==> config.mk <==
export PLATFORM = sky130hd
export DESIGN_NAME = counter_sweep_ctrl
export DESIGN_NICKNAME = d
export VERILOG_FILES = /design/src/rtl/counter_sweep_pkg.sv /design/src/rtl/counter_sweep_ctrl.sv
export SDC_FILE = /design/constraint.sdc
export NUM_CORES = 1
export LEC_CHECK = 0
export BUFFER_PORTS_ARGS = -buffer_cell sky130_fd_sc_hd__buf_2
export CORE_ASPECT_RATIO = 0.75
export CORE_MARGIN = 2
export CORE_UTILIZATION = 48
export CTS_BUF_LIST = sky130_fd_sc_hd__clkbuf_16
export DETAILED_ROUTE_END_ITERATION = 7
export PLACE_DENSITY = 0.83
export SYNTH_ARGS = -nofsm -noshare
export SYNTH_HDL_FRONTEND = slang
export SYNTH_SLANG_ARGS = --single-unit
==> constraint.sdc <==
create_clock -name clk -period 1.8 [get_ports clk]
set_input_delay 0.36 -clock clk [delete_from_list [all_inputs] [get_ports clk]]
set_output_delay 0.36 -clock clk [all_outputs]
set_load 0.05 [all_outputs]
==> src/rtl/counter_sweep_pkg.sv <==
// Shared types and defaults for the triangle-sweep counter sequencer.
// State encoding, default widths and a busy-state decode helper.
package counter_sweep_pkg;

    localparam int unsigned WIDTH_DEF   = 4;
    localparam int unsigned SWEEP_W_DEF = 4;

    typedef enum logic [2:0] {
        IDLE,
        LOAD,
        UP,
        DOWN,
        DONE
    } sweep_state_e;

    function automatic logic is_busy(input sweep_state_e s);
        return (s == LOAD) || (s == UP) || (s == DOWN);
    endfunction

endpackage

==> src/rtl/counter_sweep_ctrl.sv <==
// Triangle-sweep sequencer driving an up/down counter: load lo, up to hi, down to lo, N times.
// Optional COUNTER_SWEEP_PAUSE_EN adds a pause input that freezes the run while busy.
module counter_sweep_ctrl
    import counter_sweep_pkg::*;
#(
    parameter int unsigned WIDTH   = WIDTH_DEF,
    parameter int unsigned SWEEP_W = SWEEP_W_DEF
) (
    input  logic               clk,
    input  logic               rst,
    input  logic               start,
    input  logic               abort,
`ifdef COUNTER_SWEEP_PAUSE_EN
    input  logic               pause,
`endif
    input  logic [WIDTH-1:0]   cfg_lo,
    input  logic [WIDTH-1:0]   cfg_hi,
    input  logic [SWEEP_W-1:0] cfg_sweeps,
    input  logic [WIDTH-1:0]   count_in,
    output logic               cnt_en,
    output logic               cnt_ld,
    output logic               cnt_dir,
    output logic [WIDTH-1:0]   cnt_ld_val,
    output logic               busy,
    output logic               done,
    output logic               err
);

    sweep_state_e     state_q, state_d;
    logic [WIDTH-1:0] lo_q, lo_d;
    logic [WIDTH-1:0] hi_q, hi_d;
    logic [SWEEP_W-1:0] sweeps_q, sweeps_d;
    logic [SWEEP_W-1:0] sweep_cnt_q, sweep_cnt_d;
    logic             err_q, err_d;

    logic             en_c, ld_c, dir_c;
    logic [WIDTH-1:0] ld_val_c;
    logic             paused;

`ifdef COUNTER_SWEEP_PAUSE_EN
    assign paused = pause;
`else
    assign paused = 1'b0;
`endif

    always_comb begin
        state_d     = state_q;
        lo_d        = lo_q;
        hi_d        = hi_q;
        sweeps_d    = sweeps_q;
        sweep_cnt_d = sweep_cnt_q;
        err_d       = 1'b0;
        en_c        = 1'b0;
        ld_c        = 1'b0;
        dir_c       = 1'b0;
        ld_val_c    = '0;

        unique case (state_q)
            IDLE: begin
                if (start && !abort) begin
                    if ((cfg_lo <= cfg_hi) && (cfg_sweeps != '0)) begin
                        lo_d        = cfg_lo;
                        hi_d        = cfg_hi;
                        sweeps_d    = cfg_sweeps;
                        sweep_cnt_d = '0;
                        state_d     = LOAD;
                    end else begin
                        err_d = 1'b1;
                    end
                end
            end
            LOAD: begin
                if (abort) begin
                    state_d = IDLE;
                end else if (!paused) begin
                    en_c     = 1'b1;
                    ld_c     = 1'b1;
                    ld_val_c = lo_q;
                    state_d  = UP;
                end
            end
            UP: begin
                if (abort) begin
                    state_d = IDLE;
                end else if (!paused) begin
                    // Bound is checked before enabling, so the count can never wrap.
                    if (count_in != hi_q) begin
                        en_c  = 1'b1;
                        dir_c = 1'b1;
                    end else begin
                        state_d = DOWN;
                    end
                end
            end
            DOWN: begin
                if (abort) begin
                    state_d = IDLE;
                end else if (!paused) begin
                    if (count_in != lo_q) begin
                        en_c = 1'b1;
                    end else begin
                        sweep_cnt_d = sweep_cnt_q + 1'b1;
                        state_d     = (sweep_cnt_d == sweeps_q) ? DONE : UP;
                    end
                end
            end
            DONE: begin
                state_d = IDLE;
            end
            default: begin
                state_d = IDLE;
            end
        endcase
    end

    always_ff @(posedge clk) begin
        if (rst) begin
            state_q     <= IDLE;
            lo_q        <= '0;
            hi_q        <= '0;
            sweeps_q    <= '0;
            sweep_cnt_q <= '0;
            err_q       <= 1'b0;
        end else begin
            state_q     <= state_d;
            lo_q        <= lo_d;
            hi_q        <= hi_d;
            sweeps_q    <= sweeps_d;
            sweep_cnt_q <= sweep_cnt_d;
            err_q       <= err_d;
        end
    end

    // Outputs are forced low throughout the reset cycle, even mid-run.
    assign cnt_en     = en_c & ~rst;
    assign cnt_ld     = ld_c & ~rst;
    assign cnt_dir    = dir_c & ~rst;
    assign cnt_ld_val = rst ? '0 : ld_val_c;
    assign busy       = is_busy(state_q) & ~rst;
    assign done       = (state_q == DONE) & ~rst;
    assign err        = err_q & ~rst;

endmodule

==> results of run 1 <==
## metrics by stage
| stage | power (mW) | setup slack (ps) | instances | TNS, ps |
|---|---|---|---|---|
| after floorplan | 0.698 | -81.7 | 152 | -140 |
| after global placement | 0.795 | -206 | 230 | -250 |
| after detailed placement | 0.813 | -262 | 230 | -1120 |
| after CTS | 1.43 | -229 | 237 | -266 |
| after global routing | 1.50 | -293 | 242 | -736 |
| final | 1.45 | -232 | 242 | -467 |
## worst register-to-register path: cells and delay by family, from the launching register on
kind	cells	cell delay, ps
compound gates	2	320
buf+inv	3	480
flops	1	350
simple gates	1	450
## cells in the final DEF, fill, tap and decap left out, types with 2 or more instances in the layout
master,synthesis,routed
nor2b_1,4,4
o31ai_1,3,2
nor4_1,2,2
and2_4,0,4
nor2_1,4,2
clkbuf_4,0,2
ha_1,5,5
buf_8,0,4
buf_6,2,5
xor2_1,7,6
a41o_1,2,2
a21oi_1,15,14
dfxtp_1,20,17
clkbuf_16,0,3
dfxtp_4,0,2
inv_1,7,7
and3_1,2,2
nand3_1,2,2
nand2b_1,2,2
o31ai_2,10,11
buf_2,5,21
nand4_1,14,14
nand2_1,5,5
buf_4,0,28
xnor2_1,8,8
nor3_1,4,4
## Yosys cell counts, drive strengths merged (3+ instances only)
cell	instances	area share
ha	5	0.045
inv	7	0.019
dfxtp	20	0.29
nand2b	3	0.019
nor2	4	0.011
o31ai	13	0.11
nor3	4	0.015
xor2	7	0.045
nand4	14	0.064
buf	7	0.035
a21oi	15	0.054
nor2b	4	0.018
and2	4	0.018
nand2	5	0.014
clkbuf	3	0.0082
nor4	3	0.018
xnor2	8	0.051
## routing by layer
metal,vias up,GRT usage
met5,-,0
met4,0,0.0625
met1,747,0.333
met3,4,0.0314
li1,689,-
met2,57,0.463
## timing repair
item                       CTS  global route
pin swaps                    2             4
hold buffers                 0             0
setup endpoints to repair    8             7
setup buffers                3             6
resized for setup           24            15
## layout make-up
class	count	area, sq um
fillers	191	677
clock inverters	1	30.0
well taps	36	45.0
inverters	7	26.3
flip-flops and latches	20	409
multi-input cells	115	953
repair buffers	60	447
clock buffers	3	75.1
## final timing paths
path,startpoint,to
setup reg to reg,state_q[2],lo_q[1]
hold / removal,cfg_sweeps[2],sweeps_q[2]
hold reg to reg,sweeps_q[1],sweeps_q[1]
setup / recovery,state_q[2],cnt_en
## cell families (layout without fill, tap and decap cells)
family / Yosys count / in the layout / share of synthesized area
AND/OR/NAND/NOR: 52 / 52 / 0.243
adder cells (fa/ha/maj): 5 / 5 / 0.0454
flip-flops: 20 / 20 / 0.291
AO/OA/AOI/OAI: 42 / 42 / 0.256
XOR/XNOR: 15 / 15 / 0.0954
multiplexers: 1 / 1 / 0.00727
buffers and inverters: 17 / 71 / 0.0618
## registers in the layout, summed over array words and instances (netlist names)
register	flops
err_q	1
hi_q	4
lo_q	4
state_q	3
sweep_cnt_q	4
sweeps_q	4
## power by group
group / leakage [nW] / switching (mW) / internal, mW
Sequential: 0.164 / 0.0223 / 0.462
Clock: 0.0511 / 0.168 / 0.441
Combinational: 0.622 / 0.207 / 0.154
==> summary.md, run 1 <==
| Metric | Value |
|---|---|
| Syn_nets | `177` |
| Area post-placement | `0.00170 sq mm` |
| Reg2reg setup slack | `80 ps` |
| Met2 WL | `2230 microns` |
| Clk_lat worst skew | `250 ps` |
| Post-route cell area | `0.00199 sq mm` |
| Num CTS Buffers | `3` |
| Netlist cell types | `44` |
| Vias in the first global route | `1,402` |
| Worst min-delay path class | `input port to register` |
| Pin count of the biggest net entering global routing | `20` |
| First-pass GRT wire length | `6600 microns` |
| Uppermost layer routed | `met4` |
| Initial antenna violation count | `0` |
| Die area | `0.00332 sq mm` |
| Status | `finished with violations` |
| Critical path depth | `3` |
| Period utilization | `1.13` |
| Post-Syn Area | `0.00138 sq mm` |
| Fin crit period | `2030 ps` |
| CP startpoint kind | `register` |
| Peak VDD IR | `0.426 mV` |
| Top delay family on crit path | `simple AND/OR/NAND/NOR gates` |
| Vert. Die Dim | `50.4 microns` |
| # nets final | `232` |
| Grt ovf | `0` |
| Die Span X | `65.9 microns` |
| Sequential area share after synthesis | `0.291` |
| DRT met1 WL | `1860 microns` |
| Layout cell share with drive strength beyond 1 | `0.471` |
| Final hold violation count | `0` |
| # IOs | `30` |
| Required time of the critical path | `1440 ps` |
| Maximum clock frequency | `0.492 GHz` |
| WP data arrival | `1670 ps` |
| Worst path max stage delay | `720 ps` |
| Reg2reg path depth | `6` |
| Setup Skew | `1.44 ps` |
| Failing checks | `setup timing` |
| LEAKAGE | `0.837 nW` |
| Avg Cell Area, Syn | `9.06 sq um` |
| Max Fanout on Critical Path | `3` |
| Drt total wl | `4350 microns` |
| Core area | `0.00266 sq mm` |
| CTS tree | `built` |
| Residual DRC | `0` |
| CP endpoint kind | `output pin` |
| Routed via count divided by cell count | `6.19` |
| Pre-antenna DRT Iters | `4` |
| Synthesized instance count | `152` |
| Fin. max-slew vios | `0` |
| RSZ-0062 raised after global routing | `true` |
| EDFF count, synth | `0` |
| Worst Max-Slew Pin Slew | `385 ps` |
| CTS sink cnt | `20` |
| Count of input and output buffers | `29` |
| Ys async rst share | `0` |
| CP Cell Sequence | `or4b_2 -> a21oi_4 -> buf_6` |
| Clk slew on worst S/H paths | `60 ps` |
| CP bufs+invs | `1` |
| Initial DRC Count | `110` |
| Final Util | `0.746` |
| ANT nets after route | `0` |
| Cell row count | `16` |
| Hold path cells | `3` |
| Crit path kind | `register to output pin` |
| H-tree depth | `1` |
| Routed len/inst | `18.0 microns` |
| Syn. warnings | `0` |
| Root Driver | `clkbuf_16` |
| Area Overhead vs Synth | `44.1%` |
| Yosys reg bits | `20` |
| Final Wtd Congestion | `0.859` |
| Detailed placer's ending HPWL | `3030 microns` |
| Ys flop type | `dfxtp_1` |
| Pwr per Cell Area | `732 mW/mm^2` |
| Ant diodes | `0` |
| Max-capacitance violation count | `0` |
| # setup viols final | `7` |
| Post-route setup slack | `-232 ps` |
| Met3 WL | `223 microns` |
| Slew HR | `0.736` |
| Initial core utilization | `0.517` |
| CP max-delay cell | `or4b_2` |
| Vias after detailed routing | `1,497` |
| Clock Path Buffers | `2` |
| Hold Worst Slack | `378 ps` |
| Gr usage total | `0.260` |
Note: power is estimated with default switching activity, not from simulation.
==> run 2, diff against run 1 <==
--- a/config.mk
+++ b/config.mk
@@ -6,9 +6,11 @@
 export NUM_CORES = 1
 export LEC_CHECK = 0
 export BUFFER_PORTS_ARGS = -buffer_cell sky130_fd_sc_hd__buf_2
+export CELL_PAD_IN_SITES_DETAIL_PLACEMENT = 1
+export CELL_PAD_IN_SITES_GLOBAL_PLACEMENT = 2
 export CORE_ASPECT_RATIO = 0.75
 export CORE_MARGIN = 2
-export CORE_UTILIZATION = 48
+export CORE_UTILIZATION = 29
 export CTS_BUF_LIST = sky130_fd_sc_hd__clkbuf_16
 export DETAILED_ROUTE_END_ITERATION = 7
 export PLACE_DENSITY = 0.83
==> run 2 against run 1 <==
Effect of this change:
- the run still ends with setup timing left
- sequential power is essentially flat
- register-to-register slack is essentially flat
- first-iteration DRC count is 63% lower
- worst hold slack lost 1.4 ps
- global-route usage decreased by 8.8 points
- die area is 60% higher
- via count down 2.7%
- total power down 9.1%
- clock power down 25%
- clock skew hardly changed
- critical path type unchanged
==> summary.md, run 2 (synthesis gave the netlist of run 1 again) <==
| Metric | Value |
|---|---|
| Core area | `0.00452 sq mm` |
| Commonest non-fill, non-tap cell in the layout | `buf_4` |
| Setup Skew | `1.79 ps` |
| Die area | `0.00532 sq mm` |
| Ant diodes | `0` |
| Worst path max stage delay | `390 ps` |
| Post-route cell area | `0.00206 sq mm` |
| CP max-delay cell | `o41ai_2` |
| LEAKAGE | `0.871 nW` |
| Slew HR | `0.712` |
| Count of input and output buffers | `29` |
| Pin count of the biggest net entering global routing | `21` |
| CP Cell Sequence | `xor2_2 -> o41ai_2 -> a21boi_2 -> buf_4 -> a21oi_4 -> buf_6` |
| First-pass GRT wire length | `7450 microns` |
| Detailed placer's ending HPWL | `3490 microns` |
| Initial core utilization | `0.305` |
| Cell row count | `21` |
| Fin. max-slew vios | `0` |
| Num CTS Buffers | `3` |
| Die Span X | `83.6 microns` |
| # nets final | `242` |
| Routed len/inst | `16.7 microns` |
| Reg2reg setup slack | `90 ps` |
| CTS sink cnt | `20` |
| Routed via count divided by cell count | `5.36` |
| Max-capacitance violation count | `0` |
| Final hold violation count | `0` |
| Grt ovf | `0` |
| CP bufs+invs | `2` |
| Vias after detailed routing | `1,457` |
| Most frequent cells in the layout | `41 x buf_4, 22 x buf_2, 16 x dfxtp_1` |
| Clk_lat worst skew | `250 ps` |
| WP data arrival | `1680 ps` |
| Final total negative setup slack | `-407 ps` |
| # setup viols final | `6` |
| Vert. Die Dim | `63.7 microns` |
| Drt total wl | `4550 microns` |
| Non-Filler Instances | `272` |
| Post-route setup slack | `-242 ps` |
| Layout cell share with drive strength beyond 1 | `0.498` |
| Residual DRC | `0` |
| Root Driver | `clkbuf_16` |
| Crit path kind | `register to output pin` |
| Required time of the critical path | `1440 ps` |
| Hold Worst Slack | `376 ps` |
| Failing checks | `setup timing` |
| Clk slew on worst S/H paths | `60 ps` |
| Pre-CTS setup slack | `-266 ps` |
| RSZ-0062 raised after global routing | `true` |
| CP endpoint kind | `output pin` |
| Vias in the first global route | `1,542` |
| Final Wtd Congestion | `0.769` |
| Initial DRC Count | `41` |
| Pre-antenna DRT Iters | `4` |
| PnR Total Power | `1.32 mW` |
| Area Overhead vs Synth | `49.4%` |
| # IOs | `30` |
| Area post-placement | `0.00182 sq mm` |
| Maximum clock frequency | `0.490 GHz` |
| Gr usage total | `0.172` |
| Peak VDD IR | `0.316 mV` |
| Period utilization | `1.13` |
| Status | `finished with violations` |
| Final Util | `0.455` |
| Top delay family on crit path | `compound AO/OA/AOI/OAI gates` |
| Initial antenna violation count | `0` |
| Fin crit period | `2040 ps` |
| Max Fanout on Critical Path | `2` |
| Worst min-delay path class | `input port to register` |
| H-tree depth | `1` |
| CTS tree | `built` |
| Worst Max-Slew Pin Slew | `432 ps` |
| Placed Instances | `264` |
| CP startpoint kind | `register` |
| ANT nets after route | `0` |
| Clock Path Buffers | `2` |
| Pwr per Cell Area | `642 mW/mm^2` |
[run 2: changes by cell type in the layout (fill, tap and decap cells not counted), moves of 2 or more]
cell,delta
buf_4,+13
buf_6,-2
clkbuf_4,-2
dfxtp_2,+2
[run 2: tightest hold or removal path: cells and delay by family]
kind,cells,cell delay (ps)
AO/OA/AOI/OAI,1,60
buffers and inverters,1,100
AND/OR/NAND/NOR,1,60
[run 2: layer usage]
metal	part of all wire	vias up	track usage	wire length, microns
met5	0	-	0	0
met4	0.020	0	0.0544	93
met3	0.024	7	0.0183	107
met2	0.47	27	0.287	2150
met1	0.48	710	0.232	2190
li1	-	713	-	-
[run 2: final cells by class]
| type | count | area, sq um |
|---|---|---|
| fill | 520 | 2460 |
| multi-input combinational | 115 | 966 |
| timing repair buffer | 70 | 512 |
| sequential | 20 | 408 |
| clock buffer | 3 | 75.1 |
| tap | 57 | 71.3 |
| inverter | 7 | 26.3 |
[run 2: report_power, final]
group | total (mW) | internal (mW) | switching [mW]
Combinational | 0.379 | 0.168 | 0.211
Clock | 0.458 | 0.293 | 0.165
Sequential | 0.485 | 0.464 | 0.0208
[run 2: repair_timing]
item,CTS,global route
setup buffers,3,2
pin swaps,4,3
resized for setup,29,10
endpoints found under the hold margin,0,0
setup endpoints to repair,8,8
hold buffers,0,0
[run 2: final timing paths]
kind	endpoint	startpoint	cells after the start
max	cnt_en	hi_q[3]	6
min	sweeps_q[3]	cfg_sweeps[3]	3
max reg2reg	hi_q[3]	state_q[2]	5
min reg2reg	sweeps_q[0]	sweeps_q[0]	2
==> run 3, diff against run 2 <==
--- a/config.mk
+++ b/config.mk
@@ -14,6 +14,7 @@
 export CTS_BUF_LIST = sky130_fd_sc_hd__clkbuf_16
 export DETAILED_ROUTE_END_ITERATION = 7
 export PLACE_DENSITY = 0.83
+export SETUP_SLACK_MARGIN = 0.2
 export SYNTH_ARGS = -nofsm -noshare
 export SYNTH_HDL_FRONTEND = slang
 export SYNTH_SLANG_ARGS = --single-unit
==> run 3 against run 2 <==
Effect of this change:
- the flow still finishes with violations (setup timing)
- final cell count rose by 0.37%
- highest routed layer unchanged
- critical path depth down 1
- clock skew grew 0.97 ps
==> summary.md, run 3 (synthesis gave the netlist of run 1 again) <==
| Metric | Value |
|---|---|
| First-pass GRT wire length | `8130 microns` |
| Slew HR | `0.725` |
| Placed Instances | `258` |
| # setup viols final | `2` |
| Crit path launch | `hi_q[2]` |
| Combinational power share | `0.351` |
| Root Driver | `clkbuf_16` |
| Maximum clock frequency | `0.496 GHz` |
| Residual DRC | `0` |
| CTS sink cnt | `20` |
| Cell row count | `21` |
| Layout cell share with drive strength beyond 1 | `0.606` |
| WP data arrival | `1650 ps` |
| Routed via count divided by cell count | `5.41` |
| Flop pwr share | `0.332` |
| Initial antenna violation count | `0` |
| Crit path kind | `register to output pin` |
| Period utilization | `1.12` |
| Area of the multi-input gates | `0.00123 sq mm` |
| Routed len/inst | `19.7 microns` |
| Pwr per Cell Area | `611 mW/mm^2` |
| Detailed placer's ending HPWL | `3700 microns` |
| H-tree depth | `1` |
| Non-Filler Instances | `273` |
| Vert. Die Dim | `63.7 microns` |
| Vias after detailed routing | `1,478` |
| Clk pwr share | `0.317` |
| CP startpoint kind | `register` |
| Clk slew on worst S/H paths | `60 ps` |
| Switching Share | `0.325` |
| Status | `finished with violations` |
| Ant diodes | `0` |
| Commonest non-fill, non-tap cell in the layout | `buf_4` |
| Clock Path Buffers | `2` |
| Most frequent cells in the layout | `34 x buf_4, 18 x buf_2, 14 x nand4_1` |
| Failing checks | `setup timing` |
| Core area | `0.00452 sq mm` |
| Fillcell total | `493` |
| Num CTS Buffers | `3` |
| ANT nets after route | `0` |
| PnR Total Power | `1.48 mW` |
| Fin crit period | `2010 ps` |
| Fin. max-slew vios | `0` |
| Gr usage total | `0.193` |
| Worst min-delay path class | `input port to register` |
| Die area | `0.00532 sq mm` |
| # nets final | `242` |
| Max Fanout on Critical Path | `2` |
| Grt ovf | `0` |
| Internal | `1.00 mW` |
| Setup Skew | `2.76 ps` |
| CTS tree | `built` |
| Pre-antenna DRT Iters | `4` |
| Area Overhead vs Synth | `76.0%` |
| Post-route setup slack | `-215 ps` |
| Initial DRC Count | `97` |
| Hold_buf cts | `0` |
| RSZ-0062 raised after global routing | `true` |
| Final Wtd Congestion | `0.861` |
| Worst Hold Launch | `cfg_hi[0]` |
| # IOs | `30` |
| Reg area | `417 sq um` |
| Reg2Reg Launch Point | `state_q[0]` |
| Vias in the first global route | `1,596` |
| Peak VDD IR | `0.388 mV` |
| Final hold violation count | `0` |
| Required time of the critical path | `1440 ps` |
| Die Span X | `83.6 microns` |
| Worst Max-Slew Pin Slew | `403 ps` |
| Initial core utilization | `0.305` |
| NetSw | `482 uW` |
| CP endpoint kind | `output pin` |
| Drt total wl | `5380 microns` |
| Count of input and output buffers | `29` |
| Max-capacitance violation count | `0` |
| Clk_lat worst skew | `250 ps` |
| LEAKAGE | `0.955 nW` |
| Pin count of the biggest net entering global routing | `14` |
[run 3: changes by cell type in the layout (fill, tap and decap cells not counted), moves of 3 or more]
| cell | delta |
|---|---|
| buf_6 | +6 |
| o31ai_4 | +11 |
| a21oi_2 | +3 |
| o31ai_2 | -9 |
| buf_2 | -4 |
| a21oi_1 | -4 |
| dfxtp_1 | -3 |
| buf_4 | -7 |
[run 3: worst paths after layout]
| check | to | slack, ps | depth (start not counted) |
|---|---|---|---|
| min | hi_q[0] | 390 | 3 |
| max reg2reg | hi_q[2] | 150 | 5 |
| max | cnt_en | -210 | 5 |
| min reg2reg | lo_q[0] | 490 | 2 |
[run 3: per-layer routing]
layer,routed length (microns),track usage,up-vias
li1,-,-,712
met1,2450,0.253,722
met2,2680,0.333,38
met3,178,0.0380,6
met4,71,0.0343,0
met5,0,0,-
[run 3: timing repair]
action,4_1_cts,5_1_grt
pin swaps,6,17
gates cloned,0,1
setup endpoints to repair,25,27
gates resized for setup,45,36
buffers inserted,4,6
[run 3: layout make-up]
class | count | share of cell area
inverter | 7 | 0.0108
sequential | 20 | 0.172
multi-input combinational | 115 | 0.507
tap | 57 | 0.0294
clock buffer | 3 | 0.0310
timing repair buffer | 70 | 0.248
clock inverter | 1 | 0.00155
[run 3: critical path: stages, from the launching register on]
cell	delay (ps)
dfxtp_2	350
xor2_1	180
o41ai_2	370
a21boi_4	280
a21oi_4	70
buf_6	150
[run 3: power by group through the flow]
stage / clock network [mW] / registers (mW) / logic [mW]
2_1_floorplan: 0 / 0.487 / 0.244
3_3_place_gp: 0 / 0.494 / 0.361
3_5_place_dp: 0 / 0.495 / 0.378
4_1_cts: 0.473 / 0.487 / 0.425
5_1_grt: 0.506 / 0.495 / 0.554
6_report: 0.470 / 0.492 / 0.520
[run 3: per-stage QoR]
| step | instance area, sq um | setup WS, ps | TNS [ps] | utilization | hold slack (ps) |
|---|---|---|---|---|---|
| 4_1_cts | 2160 | -199 | -325 | 0.478 | 386 |
| 2_1_floorplan | 1500 | 85.6 | 0 | - | 452 |
| 5_1_grt | 2420 | -280 | -491 | 0.537 | 385 |
| 6_report | 2420 | -215 | -365 | 0.537 | 385 |
| 3_5_place_dp | 1890 | -176 | -363 | 0.418 | 488 |
| 3_3_place_gp | 1890 | -129 | -129 | 0.418 | 477 |
